**config.mk**
```make
export PLATFORM = sky130hd
export DESIGN_NAME = elevator_car_ctrl
export DESIGN_NICKNAME = d
export VERILOG_FILES = /design/src/rtl/elevator_car_ctrl.sv
export SDC_FILE = /design/constraint.sdc
export NUM_CORES = 1
export LEC_CHECK = 0
export ABC_AREA = 1
export CORE_MARGIN = 2
export CORE_UTILIZATION = 35
export CTS_CLUSTER_DIAMETER = 50
export DETAILED_ROUTE_END_ITERATION = 8
export PLACE_DENSITY = 0.58
export SLEW_MARGIN = 15
export SYNTH_ARGS = -nofsm -noshare
export SYNTH_HDL_FRONTEND = slang
export SYNTH_SLANG_ARGS = --single-unit
```
**constraint.sdc**
```tcl
create_clock -name i_fsm_clock -period 2.85 [get_ports i_fsm_clock]
set_clock_uncertainty 0.2 [all_clocks]
set_input_delay 0.57 -clock i_fsm_clock [delete_from_list [all_inputs] [get_ports i_fsm_clock]]
set_output_delay 0.57 -clock i_fsm_clock [all_outputs]
set_load 0.01 [all_outputs]
```
**src/rtl/elevator_car_ctrl.sv**
```systemverilog
// Single-car elevator controller: request handshake, floor tracking,
// travel/door timing and error freeze/resume with alarm.
module elevator_car_ctrl #(
    parameter int FLOORS        = 8,
    parameter int FLOOR_W       = 3,
    parameter int TRAVEL_CYCLES = 4,
    parameter int DOOR_CYCLES   = 6
) (
    input  logic               i_fsm_clock,
    input  logic               i_fsm_reset,
    input  logic               i_req_valid,
    input  logic [FLOOR_W-1:0] i_req_floor,
    output logic               o_req_ready,
    input  logic               i_fsm_error_flag,
    input  logic               i_fsm_error_clear,
    output logic               o_fsm_move_up,
    output logic               o_fsm_move_down,
    output logic               o_fsm_open_door,
    output logic               o_fsm_alarm,
    output logic               o_req_err,
    output logic [FLOOR_W-1:0] o_cur_floor
);

    localparam int TW = (TRAVEL_CYCLES > 1) ? $clog2(TRAVEL_CYCLES) : 1;
    localparam int DW = (DOOR_CYCLES > 1) ? $clog2(DOOR_CYCLES) : 1;

    typedef enum logic [2:0] {
        S_IDLE,
        S_UP,
        S_DOWN,
        S_DOOR,
        S_ERR
    } state_t;

    state_t             state_q, state_d;
    state_t             saved_q, saved_d;
    logic [FLOOR_W-1:0] floor_q, floor_d;
    logic [FLOOR_W-1:0] target_q, target_d;
    logic [TW-1:0]      tcnt_q, tcnt_d;
    logic [DW-1:0]      dcnt_q, dcnt_d;
    logic               req_err_q, req_err_d;
    logic               up_q, down_q, door_q, alarm_q;
    logic               ready;
    logic               accept;
    logic               tdone;
    logic               ddone;
    logic               oor;
    logic [FLOOR_W-1:0] floor_up;
    logic [FLOOR_W-1:0] floor_dn;

    assign ready    = (state_q == S_IDLE) & ~i_fsm_error_flag;
    assign accept   = i_req_valid & ready;
    assign tdone    = tcnt_q == TW'(TRAVEL_CYCLES - 1);
    assign ddone    = dcnt_q == DW'(DOOR_CYCLES - 1);
    assign oor      = {1'b0, i_req_floor} >= (FLOOR_W + 1)'(FLOORS);
    assign floor_up = floor_q + 1'b1;
    assign floor_dn = floor_q - 1'b1;

    always_comb begin
        state_d   = state_q;
        saved_d   = saved_q;
        floor_d   = floor_q;
        target_d  = target_q;
        tcnt_d    = tcnt_q;
        dcnt_d    = dcnt_q;
        req_err_d = 1'b0;
        // Error entry wins over acceptance and counter terminal events
        if (state_q != S_ERR && i_fsm_error_flag) begin
            state_d = S_ERR;
            saved_d = state_q;
        end else begin
            unique case (state_q)
                S_IDLE: begin
                    if (accept) begin
                        target_d = i_req_floor;
                        tcnt_d   = '0;
                        dcnt_d   = '0;
                        if (oor) begin
                            req_err_d = 1'b1;
                        end else if (i_req_floor == floor_q) begin
                            state_d = S_DOOR;
                        end else if (i_req_floor > floor_q) begin
                            state_d = S_UP;
                        end else begin
                            state_d = S_DOWN;
                        end
                    end
                end
                S_UP: begin
                    if (tdone) begin
                        tcnt_d  = '0;
                        floor_d = floor_up;
                        if (floor_up == target_q) begin
                            state_d = S_DOOR;
                            dcnt_d  = '0;
                        end
                    end else begin
                        tcnt_d = tcnt_q + 1'b1;
                    end
                end
                S_DOWN: begin
                    if (tdone) begin
                        tcnt_d  = '0;
                        floor_d = floor_dn;
                        if (floor_dn == target_q) begin
                            state_d = S_DOOR;
                            dcnt_d  = '0;
                        end
                    end else begin
                        tcnt_d = tcnt_q + 1'b1;
                    end
                end
                S_DOOR: begin
                    if (ddone) begin
                        state_d = S_IDLE;
                        dcnt_d  = '0;
                    end else begin
                        dcnt_d = dcnt_q + 1'b1;
                    end
                end
                S_ERR: begin
                    if (i_fsm_error_clear && !i_fsm_error_flag) begin
                        state_d = saved_q;
                        dcnt_d  = '0;
                    end
                end
                default: state_d = S_IDLE;
            endcase
        end
    end

    always_ff @(posedge i_fsm_clock) begin
        if (i_fsm_reset) begin
            state_q   <= S_IDLE;
            saved_q   <= S_IDLE;
            floor_q   <= '0;
            target_q  <= '0;
            tcnt_q    <= '0;
            dcnt_q    <= '0;
            req_err_q <= 1'b0;
            up_q      <= 1'b0;
            down_q    <= 1'b0;
            door_q    <= 1'b0;
            alarm_q   <= 1'b0;
        end else begin
            state_q   <= state_d;
            saved_q   <= saved_d;
            floor_q   <= floor_d;
            target_q  <= target_d;
            tcnt_q    <= tcnt_d;
            dcnt_q    <= dcnt_d;
            req_err_q <= req_err_d;
            up_q      <= state_d == S_UP;
            down_q    <= state_d == S_DOWN;
            door_q    <= state_d == S_DOOR;
            alarm_q   <= state_d == S_ERR;
        end
    end

    assign o_req_ready     = ready;
    assign o_fsm_move_up   = up_q;
    assign o_fsm_move_down = down_q;
    assign o_fsm_open_door = door_q;
    assign o_fsm_alarm     = alarm_q;
    assign o_req_err       = req_err_q;
    assign o_cur_floor     = floor_q;

endmodule
```
# --- Word level (Yosys, flattened, before mapping) ---
# Cells that the tools add are included.
op_classes:
  add_sub_neg: 4
  order_cmp: 1
  n_eq_ne: 20
  muxes: 25
  bitwise: 4
  reduce_logical: 12
op_table:
  columns: ["cell", "count"]
  rows:
  - ["two-way mux 3 bit", 17]
  - ["one-hot mux 3 bit (5 select lines)", 2]
  - ["equality test 3 x 2 -> 1 bit (second input constant)", 4]
  - ["inequality test 2 bit (second input constant)", 6]
  - ["equality test 3 bit", 3]
  - ["equality test 3 bit (second input constant)", 3]
  - ["two-way mux 2 bit", 4]
  - ["AND reduction 8 bit", 1]
  - ["adder 3 x 1 -> 3 bit (second input constant)", 2]
  - ["equality test 3 x 1 -> 1 bit (second input constant)", 2]
  - ["one-hot mux 3 bit (2 select lines)", 1]
  - ["AND reduction 3 bit", 2]
  - ["nonzero test 5 bit", 1]
  - ["one-hot mux 2 bit (2 select lines)", 1]
  - ["AND reduction 4 bit", 1]
  - ["nonzero test 2 bit", 2]
  - ["> comparator 3 bit", 1]
  - ["zero test 3 bit", 1]
  - ["inequality test 3 bit (second input constant)", 1]
  - ["subtractor 3 x 1 -> 3 bit (second input constant)", 1]
  - ["adder 2 x 1 -> 2 bit (second input constant)", 1]
  - ["bitwise AND 1 bit", 2]
  - ["equality test 2 bit (second input constant)", 1]
  - ["logical AND 1 bit", 2]
  - ["other kinds (3)", 4]
totals:
  ff_bits: 21
  out_inout_bits: 9
  wordCells: 76

# --- Logic depth before layout (Yosys ltp) ---
# Gate-level depths: netlist of run 1.
logic_depth:
  word_depth: 7
  mapped_depth: 13
  depth_no_buf: 13

# --- Worst setup path before layout of run 1 ---
# OpenSTA, ideal clock, no wires.
synth_timing:
  path_type: "input to register"
  startpoint: "in i_req_floor[2]"
  endpoint: "reg state_q[0]"
  setup_ns: 0.128
  arrival_time_ns: 1.539
  slack_ns: 0.984
  stages: 9
  path_buffers: 0
  cell_sequence: "ha_1 -> a21oi_1 -> nand3_1 -> nand2_1 -> nand3_1 -> nor2_2 -> nor2_2 -> inv_1 -> nor2_1"
synth_between:
  elab_chain_len: 6
  elab_cells_between_ends: 7
  cone_classes: "order compare (1); eq/ne (1); mux (5)"
synth_rtl:
  columns: ["element", "line", "text"]
  rows:
  - ["start, declared", "12", "input logic [FLOOR_W-1:0] i_req_floor,"]
  - ["> comparator 3 bit", "82", "end else if (i_req_floor > floor_q) begin"]
  - ["two-way mux 2 bit", "82", null]
  - ["two-way mux 2 bit *", "80", "end else if (i_req_floor == floor_q) begin"]
  - ["two-way mux 3 bit *", "74", "if (accept) begin"]
  - ["one-hot mux 3 bit (5 select lines) *", "72", "unique case (state_q)"]
  - ["two-way mux 3 bit *", "68", "if (state_q != S_ERR && i_fsm_error_flag) begin"]
  - ["end signal, assigned", "146", "state_q <= state_d;"]
  - ["end, declared", "35", "state_t state_q, state_d;"]
# Mark *: on every way between the ends. The rest lies on a longest branch, timed or not.
# A chain may end at the register's enable or synchronous reset.

# --- Worst setup path in the final report of run 1 ---
layout_timing:
  startpoint: "in i_fsm_error_flag"
  endpoint: "out o_req_ready"
layout_between:
  elab_chain_len: 2
layout_rtl:
  columns: ["element", "line", "text"]
  rows:
  - ["start, declared", "14", "input logic i_fsm_error_flag,"]
  - ["NOT 1 bit", "51", "assign ready = (state_q == S_IDLE) & ~i_fsm_error_flag;"]
  - ["bitwise AND 1 bit", "51", null]
  - ["end, declared", "13", "output logic o_req_ready,"]
# No other way between the ends.

==> impl_summary.md, run 1 <==
Final layout
The post-route cell area is ~1600 sq um. Measured on the finished design, the core utilization comes to a little over two fifths. At the end of the flow, the number of nets in the layout was about 230. 0 antenna diodes ended up in the layout. The area added between synthesis and finish is 20.00%. The number of standard cells in the final layout excluding fillers is approximately 270. The share of cells above drive strength 1 is 11.06%. The number of fill cells in the layout is ~360.

Worst setup path
The most repeated library cell on the critical path is clkdlybuf4s50_1. The worst setup path is launched from a primary input. STA puts the critical path data arrival time at between 1.5 and 2 ns.

For this design, the slowest cell found on the critical path is clkdlybuf4s50_1. The category of the critical setup timing path is in -> out. The type of element capturing the critical path is an output port. At the worst endpoint, the required time is between 2 and 2.5 ns. The largest single stage delay on the critical path is roughly 0.54 ns.

The critical path goes through clkdlybuf4s50_1 > nor2_1 > clkdlybuf4s50_1. The highest fanout seen on the critical path is 2.

GRT
The global routing met3 resource utilization is about 2.6%. The total congestion overflow is 0. For this run, global-route usage on met1 was measured as approximately a fifth. The initial antenna violation count is 0. Global routing used 14.94% of the available tracks across all layers. The global routing met2 resource utilization is around 22%. The first global-routing pass estimated between 4000 and 5000 um of wire. The via count of the first global-routing pass is 1125. The layer with the highest usage after global routing is met2. The maximum number of pins on one net before global-route repair is 13.

Synthesis
Of the synthesized area, sequential elements account for about a third. The commonest cells after synthesis are 56 x nand2_1, 26 x inv_1, 21 x dfxtp_1, 20 x nor2_1. The cell count after synthesis came out at a little under 200. By area the synthesized netlist is led by dfxtp_1 32%, nand2_1 16%, inv_1 7.5%, a21oi_1 5.8%, ha_1 5.8%. The flip-flop cell with the highest count after synthesis is dfxtp_1. The post-synthesis net count is about 210. The synthesis warning total is 0. In this run the cell area of the synthesized design comes to 1301 sq um. The mean instance size in the synthesized netlist is between 6 and 7 sq um. The count of distinct cell types in the synthesized netlist is 29.

nand2_1 is the most common cell in the netlist. The async set-reset flop share out of synthesis is 0%. Of the post-synthesis cell area, the dominant cell type holds 32.31%. The library cell occupying the most area in the post-synthesis netlist is dfxtp_1. The number of enable flip-flop cells after synthesis is 0.

Synthesis inferred 21 register bits.

CTS
In this run the number of H-tree levels came out at 1. The buffer depth of the longest clock path is 2. The cell sitting at the root of the clock tree is a clkbuf_8.

Clock-pin slew was measured on the worst setup and hold paths at 0.08 ns. The TritonCTS clock tree is built. The number of buffers created by CTS is 3. The clock reaches the later pin of the worst-skew pair after about 0.27 ns. In this run, post-CTS repair resized a total of 0 instances. Buffers inserted to repair hold after CTS numbered 0. Post-CTS timing repair inserted 0 buffers for setup.

The number of sinks on the clock net is 21.

Detailed routing
The number of detailed-route iterations in the first pass is 4. The average wire length per cell after detail routing is approximately 11 um. In this run the remaining antenna-violating nets after routing total 0. Using the TritonRoute via totals, the vias-per-cell ratio works out to 4.657. The count of unresolved DRC violations after routing is 0. The detailed-route wire length is roughly 2900 um. For this block, the initial DRC count from the detailed router was 50.

The total number of vias is roughly 1.2k.

Floorplanning
The placeable core area is 3606 sq um. The number of standard-cell rows in the floorplan is 22. 17 I/O pins were placed. The effective utilization at floorplan is 36.09%.

The die covers ~4200 sq um. In this run the horizontal extent of the chip is about 65 um. The die is around 65 um tall.

Timing
The number of slew-limit violations in the final report is 0. The achievable frequency is around 420 MHz. After layout, the minimum clock period comes to 2.401 ns. The total negative setup slack is 0 ns. Hold timing on the final database bottoms out at a slack of 0.2689 ns. The worst path uses a little over four fifths of the clock period. Setup repair after global routing left no endpoint under its margin. The number of setup violations in the final report is 0. The number of endpoints with negative hold slack in the final report was 0.

Placement
Detailed placement ended at an HPWL of roughly 2300 um. Once placement finished, the instance area stood at around 1500 sq um. Including well taps, the total number of placed cells is 261.

The number of input and output port buffers inserted is 15. The routability-driven placement congestion ratio is between 0.8 and 0.9.

Pwr
The static leakage power is about 0.0007 uW. The power per cell area is between 400 and 500 nW/um^2. IR analysis of the VDD net gives a maximum drop of 0.2775 mV.

Outcome
The run finished with clean final reports.

Min path
The worst hold path class is reg -> reg.

Flow run
The number of maximum-capacitance constraint violations is 0.
[report_power, final]
part           switching (uW)  leakage (uW)  internal [uW]
sequential               11.5      0.000171            305
combinational            67.4      0.000498           45.2
clock                     107     0.0000255           97.7
[cell type report]
type                    instances  area [sq um]  area share [%]
multi-input cells             145         757.0           48.48
flip-flops and latches         21         420.4           26.92
repair buffers                 17         165.2           10.58
inverters                      30         112.6           7.212
well taps                      48         60.06           3.846
clock buffers                   3         41.29           2.644
clock inverters                 1         5.005          0.3205
[final timing paths]
path / endpoint / slack [ns] / from / cells past startpoint
max: o_req_ready / 0.45 / i_fsm_error_flag / 3
min: saved_q[0]$_SDFFE_PP0P_ / 0.27 / saved_q[0]$_SDFFE_PP0P_ / 2
max reg2reg: dcnt_q[1]$_SDFFE_PP0P_ / 0.84 / o_cur_floor[0]$_SDFFE_PP0P_ / 11
min reg2reg: saved_q[0]$_SDFFE_PP0P_ / 0.27 / saved_q[0]$_SDFFE_PP0P_ / 2
[worst max-delay path: cells and delay by family]
| kind | cells | cell delay (ns) |
|---|---|---|
| simple gates | 1 | 0.11 |
| buf+inv | 2 | 0.96 |
[stage by stage]
stage          worst slack (ns)  total power [uW]
2_1_floorplan            0.9837             398.4
3_3_place_gp             0.4505             436.5
3_5_place_dp             0.3985             435.9
4_1_cts                  0.4443             636.9
5_1_grt                  0.3438             672.4
6_report                 0.4490             634.0
[per-layer routing]
layer / routed length, um / up-vias
met5: 0 / -
met4: 43 / 0
met3: 108 / 4
met2: 1228 / 20
met1: 1511 / 537
li1: - / 673
[cells by family (layout without fill, tap and decap cells)]
kind of cell               Yosys count  in the layout  share of synthesized area [%]
buffers and inverters               32             51                          9.519
other                                1              1                         0.2882
DFF                                 21             21                          32.31
AOI/OAI and AO/OA                   26             26                          10.48
adders and majority gates            6              6                          5.769
and+or+nand+nor                    112            112                          41.64
[layout by cell type (no fill, tap or decap), drive strengths merged]
| cell | instances |
|---|---|
| nor2 | 24 |
| clkbuf | 3 |
| o21ai | 8 |
| conb | 1 |
| nand2 | 60 |
| nand3 | 18 |
| clkdlybuf4s50 | 15 |
| buf | 2 |
| nand4 | 4 |
| nor3b | 1 |
| clkinv | 1 |
| dfxtp | 21 |
| nand3b | 1 |
| nor4 | 1 |
| a31oi | 1 |
| o211ai | 1 |
| nor3 | 3 |
| ha | 6 |
| inv | 30 |
| a211oi | 1 |
| a21oi | 15 |
[flip-flops by register name, summed over array words and instances (netlist names)]
register / cells
tcnt_q: 2
o_fsm_alarm: 1
o_cur_floor: 3
state_q: 3
saved_q: 3
dcnt_q: 3
o_fsm_open_door: 1
o_fsm_move_up: 1
o_fsm_move_down: 1
target_q: 3
(Power assumes the default switching activity.)
==> run 2: changes to the inputs <==
Clock period 2.85 ns to 2.45 ns, I/O delays scaled along.
==> impl_summary.md, run 2 (synthesis results as in run 1) <==
Outcome
The flow ran to the end, and the final reports show no timing, DRC or antenna violations.

Final layout
The area occupied by registers is between 400 and 500 sq um. The library cell used most frequently in the layout, excluding fill and tap cells, is nand2_1. The number of standard cells in the final layout excluding fillers is between 200 and 300. After the last flow step, the layout net total stands at around 230. Compared with the post-synthesis result, the final layout area differs by 20.00%. The repair_antennas step left the layout with diodes totalling 0.

The number of fill cells in the layout is 392. Of the cells placed in the final design, the portion with a size suffix greater than 1 is 11.06%. The utilization of the core after routing is between 40% and 50%. In the layout the commonest cells are 56 x nand2_1, 26 x inv_1, 21 x dfxtp_1.

The area taken by multi-input logic gates is 757.0 sq um.

GRT
The initial antenna violation count is 0. The maximum number of pins on one net before global-route repair is 13. The wire length of the first global-routing pass is 5023 um. The total congestion overflow is 0. The via count of the first global-routing pass was between 1k and 1.5k. Global routing used 15.42% of the available tracks across all layers.

Flow run
The number of maximum-capacitance constraint violations is 0.

CTS
The buffer depth of the longest clock path is 2. The number of buffers created by CTS is 3. The later pin in the worst-skew pair is clocked with a latency of 0.26 ns. The buffer type at the clock tree root is clkbuf_8. The count of buffers added by post-CTS timing repair for setup is 0. Clock-pin slew was measured on the worst setup and hold paths at 0.08 ns. The post-cts hold buffer count is 0. The TritonCTS clock tree is built.

Once the clock tree was built, the resizer swapped 0 gates to a different size. The number of sinks on the clock net is 21. The H-tree level count is 1.

Min path
The worst hold path belongs to the class reg -> reg. In this run the most critical hold path is launched from saved_q[0]$_SDFFE_PP0P_. The worst hold path terminates at saved_q[0]$_SDFFE_PP0P_. Along the worst hold path, the cell count comes to 2.

Timing
The number of slew-limit violations in the final report is 0. The worst path meets setup with approximately 0.16 ns of slack. The final period demand of the worst path is approximately 2.3 ns. Setup repair after global routing left no endpoint under its margin.

The ratio of final minimum period to clock period is 93.48%. The number of endpoints with negative hold slack in the final report is 0. The total negative setup slack is 0 ns. Setup violations remaining at the end of the flow were counted as 0. The achievable frequency is 436.6 MHz.

Across all hold checks on the routed design, the worst slack comes to approximately 0.27 ns.

Floorplanning
The number of standard-cell rows in the floorplan is 22. The effective utilization at floorplan is 36.09%. The total area inside the core boundary comes to approximately 3600 sq um. 17 I/O pins were placed. The height of the chip is approximately 65 um.

Measured along the x axis, the die boundary spans between 60 and 70 um. The die footprint is roughly 4200 sq um.

Pwr
The static leakage power is 0.0006944 uW. For this design the ratio of total power to cell area is about 470 nW/um^2. The power share of the combinational group is approximately 18%.

The peak supply drop is roughly 0.27 mV. Internal power comes to approximately 520 uW. The fraction of power consumed by sequential logic is between 40% and 50%. The proportion of total power due to net switching is about 30%. The clock network burns between 30% and 40% of the power. The switching power is 218.2 uW.

Worst setup path
The number of cells on the critical path is 4. The highest fanout seen on the critical path is 5. Counting cells, the worst reg-to-reg path comes to 12. The type of element capturing the critical path is an output port. The capture point of the worst reg-to-reg path is o_fsm_move_up$_SDFF_PP0_. The kind of start point of the critical path is a flop. Counting both buffers and inverters, the worst setup path holds a total of 1. Broken down by cell family, the worst path's largest delay share belongs to buffers and inverters. The signal on the critical path passes through nor2_2 > nand2_1 > nor2_1 > clkdlybuf4s50_1. In this run the critical register-to-register path is launched from o_cur_floor[0]$_SDFFE_PP0P_.

The flop-to-flop setup slack is ~0.43 ns. By startpoint and endpoint, the worst setup path is classified as reg -> out. The slowest library cell on the worst path is clkdlybuf4s50_1. The required time of the worst setup path is 1.76 ns. The largest stage delay on the critical path is roughly 0.54 ns. The endpoint arrival time on the critical path is 1.60 ns.

Detailed routing
The initial DRC count is 56. The final layout contains routed wiring with a total length of about 2800 um. In the final routed layout, each cell accounts on average for about 11 um. After detailed routing, the number of vias per cell comes to approximately 4.7. The pre-antenna-repair detailed-routing pass consisted of 4 iterations. The count of unresolved DRC violations after routing is 0. The antenna violation net count after detailed routing is 0. Detailed routing inserted a total of 1246 vias.

Placement
Timing analysis after detailed placement gives a worst setup slack of between 0.08 and 0.09 ns. Detailed placement ended at an HPWL of approximately 2200 um. The routability-driven placement congestion ratio is ~0.80. The number of placed instances, taps included, is 261. Input and output buffers added on the ports amount to 15.
[run 2: worst max-delay path by stage]
stage	slack (ns)	to	from
CTS	0.15	o_req_ready	state_q[0]$_SDFF_PP0_
floorplan	0.60	dcnt_q[1]$_SDFFE_PP0P_	o_cur_floor[0]$_SDFFE_PP0P_
global placement	0.12	state_q[0]$_SDFF_PP0_	i_req_floor[2]
finish	0.16	o_req_ready	state_q[0]$_SDFF_PP0_
global route	0.01	o_req_ready	state_q[0]$_SDFF_PP0_
detailed placement	0.08	state_q[0]$_SDFF_PP0_	i_req_floor[2]
[run 2: worst reg2reg max path, cell delays in order, from the launching register on]
cell and delay (ns):
dfxtp_1 0.42, inv_1 0.12, ha_1 0.34, inv_1 0.08, nand2_1 0.06, nand2_1 0.04, nor2_1 0.08, nand2_1 0.07
nor3_1 0.23, nor2_2 0.09, nor2_2 0.10, inv_1 0.06, nor2_1 0.08
[run 2: power groups by stage]
stage | clock network (uW) | logic [uW] | registers (uW)
floorplan | 0 | 89.3 | 374
global placement | 0 | 131 | 377
detailed placement | 0 | 130 | 377
CTS | 247 | 131 | 369
global route | 259 | 151 | 372
finish | 241 | 130 | 369
[run 2: routing by layer]
| layer | vias to the layer above | routed length (um) | GRT usage (%) |
|---|---|---|---|
| li1 | 673 | - | - |
| met1 | 552 | 1526 | 21.45 |
| met3 | 4 | 53 | 2.604 |
| met5 | - | 0 | 0 |
| met2 | 17 | 1220 | 22.94 |
| met4 | 0 | 36 | 7.447 |
[run 2: final cells by class]
cell class | count | area share (%)
inverters | 30 | 7.212
multi-input cells | 145 | 48.48
clock inverters | 1 | 0.3205
flip-flops and latches | 21 | 26.92
well taps | 48 | 3.846
clock buffers | 3 | 2.644
repair buffers | 17 | 10.58
[run 2: stage by stage]
step	total power, uW	cell area, sq um
6_report	739.3	1562
5_1_grt	781.3	1562
4_1_cts	746.6	1562
3_5_place_dp	506.8	1515
3_3_place_gp	507.6	1515
2_1_floorplan	463.5	1301
==> run 3: changes to the inputs <==
Settings changed: CELL_PAD_IN_SITES_DETAIL_PLACEMENT set to 1, CELL_PAD_IN_SITES_GLOBAL_PLACEMENT set to 1, PLACE_DENSITY 0.58 to 0.76.
==> impl_summary.md, run 3 (synthesis results as in run 1) <==
Pwr
For this design the total switching power over the nets is about 220 uW. The static leakage power is ~0.00069 uW. Of the total power, combinational logic draws between 10% and 20%.

The fraction of power consumed by sequential logic is between 40% and 50%. The peak supply drop is between 0.3 and 0.4 mV. The proportion of total power due to net switching is just under 30%.

The clock power share is between 30% and 40%. The power per cell area is approximately 470 nW/um^2. Cell internal power was estimated by the tool at between 500 and 600 uW.

Timing
The ratio of final minimum period to clock period is approximately 94%. Setup repair after global routing left no endpoint under its margin. The smallest hold slack is ~0.27 ns. The achievable frequency is ~440 MHz. The number of setup violations in the final report is 0. The number of endpoints with negative hold slack in the final report was 0. Summed over all failing endpoints, the final setup total negative slack is 0 ns.

The number of slew-limit violations in the final report is 0. The routed design could run at a clock period as short as ~2.3 ns.

Final layout
After filler insertion, the fill cell instance count of the layout stands at between 400 and 500. 0 antenna diodes ended up in the layout. The final net count is ~230. The area taken by multi-input logic gates is 757.0 sq um. The area occupied by registers is about 420 sq um. The post-route netlist has between 10 and 15% of its cells at a drive strength greater than 1. In the layout the commonest cells are 56 x nand2_1, 26 x inv_1, 21 x dfxtp_1. Compared with the post-synthesis result, the final layout area differs by 20.00%. The most common cell after layout, fill and taps aside is nand2_1.

CTS
In this run the clock root is driven by a clkbuf_8. Clock latency on the worst-skew pair, taken at its later pin, is around 0.26 ns. TritonCTS built the clock tree. The H-tree level count is 1. The count of buffers added by post-CTS timing repair for setup is 0. After clock tree synthesis, the clock-pin slew on the worst setup and hold paths is around 0.08 ns.

Post-CTS repair changed the size of 0 cells. The buffer depth of the longest clock path is 2. CTS saw 21 sinks. In this run, CTS created clock tree buffers numbering 3. The post-cts hold buffer count is 0.

Worst setup path
Counting buffers and inverters, the worst setup path is 4 cells deep. The critical path is of the reg -> out type. The number of buffer and inverter instances along the worst setup path is 1. The kind of start point of the critical path is a flop. The critical path ends at o_req_ready. Walking the worst path, the cells encountered are nor2_2 > nand2_1 > nor2_1 > clkdlybuf4s50_1. The launching element of the worst setup path is state_q[1]$_SDFF_PP0_. The capture point of the worst reg-to-reg path is o_fsm_move_up$_SDFF_PP0_. STA puts the critical path data required time at roughly 1.8 ns. The slowest library cell on the worst path is clkdlybuf4s50_1.

The flop-to-flop setup slack is 0.30 ns. For this run, the slowest stage of the critical path takes 0.54 ns. In this run the critical register-to-register path is launched from o_cur_floor[0]$_SDFFE_PP0P_.

STA classifies the critical path endpoint as an output port. In this run the worst path has a maximum fanout of 5. The path depth of the worst reg2reg path is 12.

STA puts the critical path data arrival time at 1.61 ns. Grouping stages by cell kind, the critical path spends the most delay in buffers and inverters.

Placement
The HPWL after detailed placement is ~2800 um. Port buffering added 15 buffers. The congestion estimate from routability-driven global placement came to about 0.86.

Floorplanning
The height of the chip is 64.98 um. Pin placement for this block handled 17 I/O pins. The floorplan step defined a core boundary enclosing 3606 sq um.

Measured along the x axis, the die boundary spans ~65 um. The floorplan has 22 rows. Once the floorplan was initialized, standard cells occupied 36.09% of the core. The die footprint is between 4000 and 5000 sq um.

Detailed routing
Dividing the detail-routed wire length by the instance count gives around 13 um. In this run, the number of DRC markers left after iteration 0 of detailed routing was 70. Using the TritonRoute via totals, the vias-per-cell ratio works out to about 4.9.

For this block, the routed nets add up to between 3000 and 4000 um of wire. After detailed routing, the number of remaining DRC violations is 0. The number of detailed-route iterations in the first pass is 4. The total number of vias is around 1.3k. The antenna violation net count after detailed routing is 0.

GRT
The first global-routing pass estimated between 6000 and 7000 um of wire. The maximum number of pins on one net before global-route repair is 13. The via count of the first global-routing pass is around 1.4k.

The initial antenna violation count is 0. The combined global-route utilization of all metal layers is a little under a fifth. The total congestion overflow is 0.

Min path
The worst hold path class is reg -> reg.

Outcome
The run finished with clean final reports.

Flow run
The number of maximum-capacitance constraint violations is 0.
[run 3: cell counts in the layout (fill, tap and decap cells not counted)]
Identical to the previous run, type by type.
[run 3: cell type report]
type	instances	area share (%)
Tap cell	48	3.846
Inverter	30	7.212
Sequential cell	21	26.92
Clock buffer	3	2.644
Multi-Input combinational cell	145	48.48
Timing Repair Buffer	17	10.58
Clock inverter	1	0.3205
[run 3: worst min-delay path, delay by kind of cell (launching register included)]
| family | cells | cell delay (ns) |
|---|---|---|
| compound gates | 1 | 0.05 |
| flops | 1 | 0.32 |
| simple gates | 1 | 0.06 |
[run 3: worst min path at each step]
stage,from,depth (start not counted),to
floorplan,saved_q[0]$_SDFFE_PP0P_,2,saved_q[0]$_SDFFE_PP0P_
global placement,tcnt_q[1]$_SDFFE_PP0P_,2,tcnt_q[1]$_SDFFE_PP0P_
detailed placement,tcnt_q[1]$_SDFFE_PP0P_,2,tcnt_q[1]$_SDFFE_PP0P_
CTS,tcnt_q[1]$_SDFFE_PP0P_,2,tcnt_q[1]$_SDFFE_PP0P_
global route,saved_q[2]$_SDFFE_PP0P_,2,saved_q[2]$_SDFFE_PP0P_
finish,tcnt_q[1]$_SDFFE_PP0P_,2,tcnt_q[1]$_SDFFE_PP0P_
[run 3: layer usage]
| layer | vias to the layer above | wire length (um) | track usage [%] |
|---|---|---|---|
| met5 | - | 0 | 0 |
| met4 | 0 | 40 | 6.117 |
| met3 | 4 | 71 | 2.257 |
| met2 | 16 | 1727 | 32.86 |
| met1 | 624 | 1592 | 23.43 |
| li1 | 667 | - | - |
[run 3: power groups by stage]
stage	clock, uW	sequential (uW)	combinational (uW)
after global routing	263	371	154
after floorplan	0	374	89.3
after detailed placement	0	377	136
after CTS	242	369	137
final	237	369	135
after global placement	0	376	131
[run 3: per-stage QoR]
stage	utilization [%]	total power (uW)	instance area (sq um)	setup WS (ns)	cells
2_1_floorplan	-	463.5	1301	0.6001	198
3_3_place_gp	42.02	507.1	1515	0.1491	261
3_5_place_dp	42.02	513.1	1515	0.09014	261
4_1_cts	43.30	748.2	1562	0.1484	265
5_1_grt	43.30	788.5	1562	0.04986	265
6_report	43.30	740.7	1562	0.1512	265
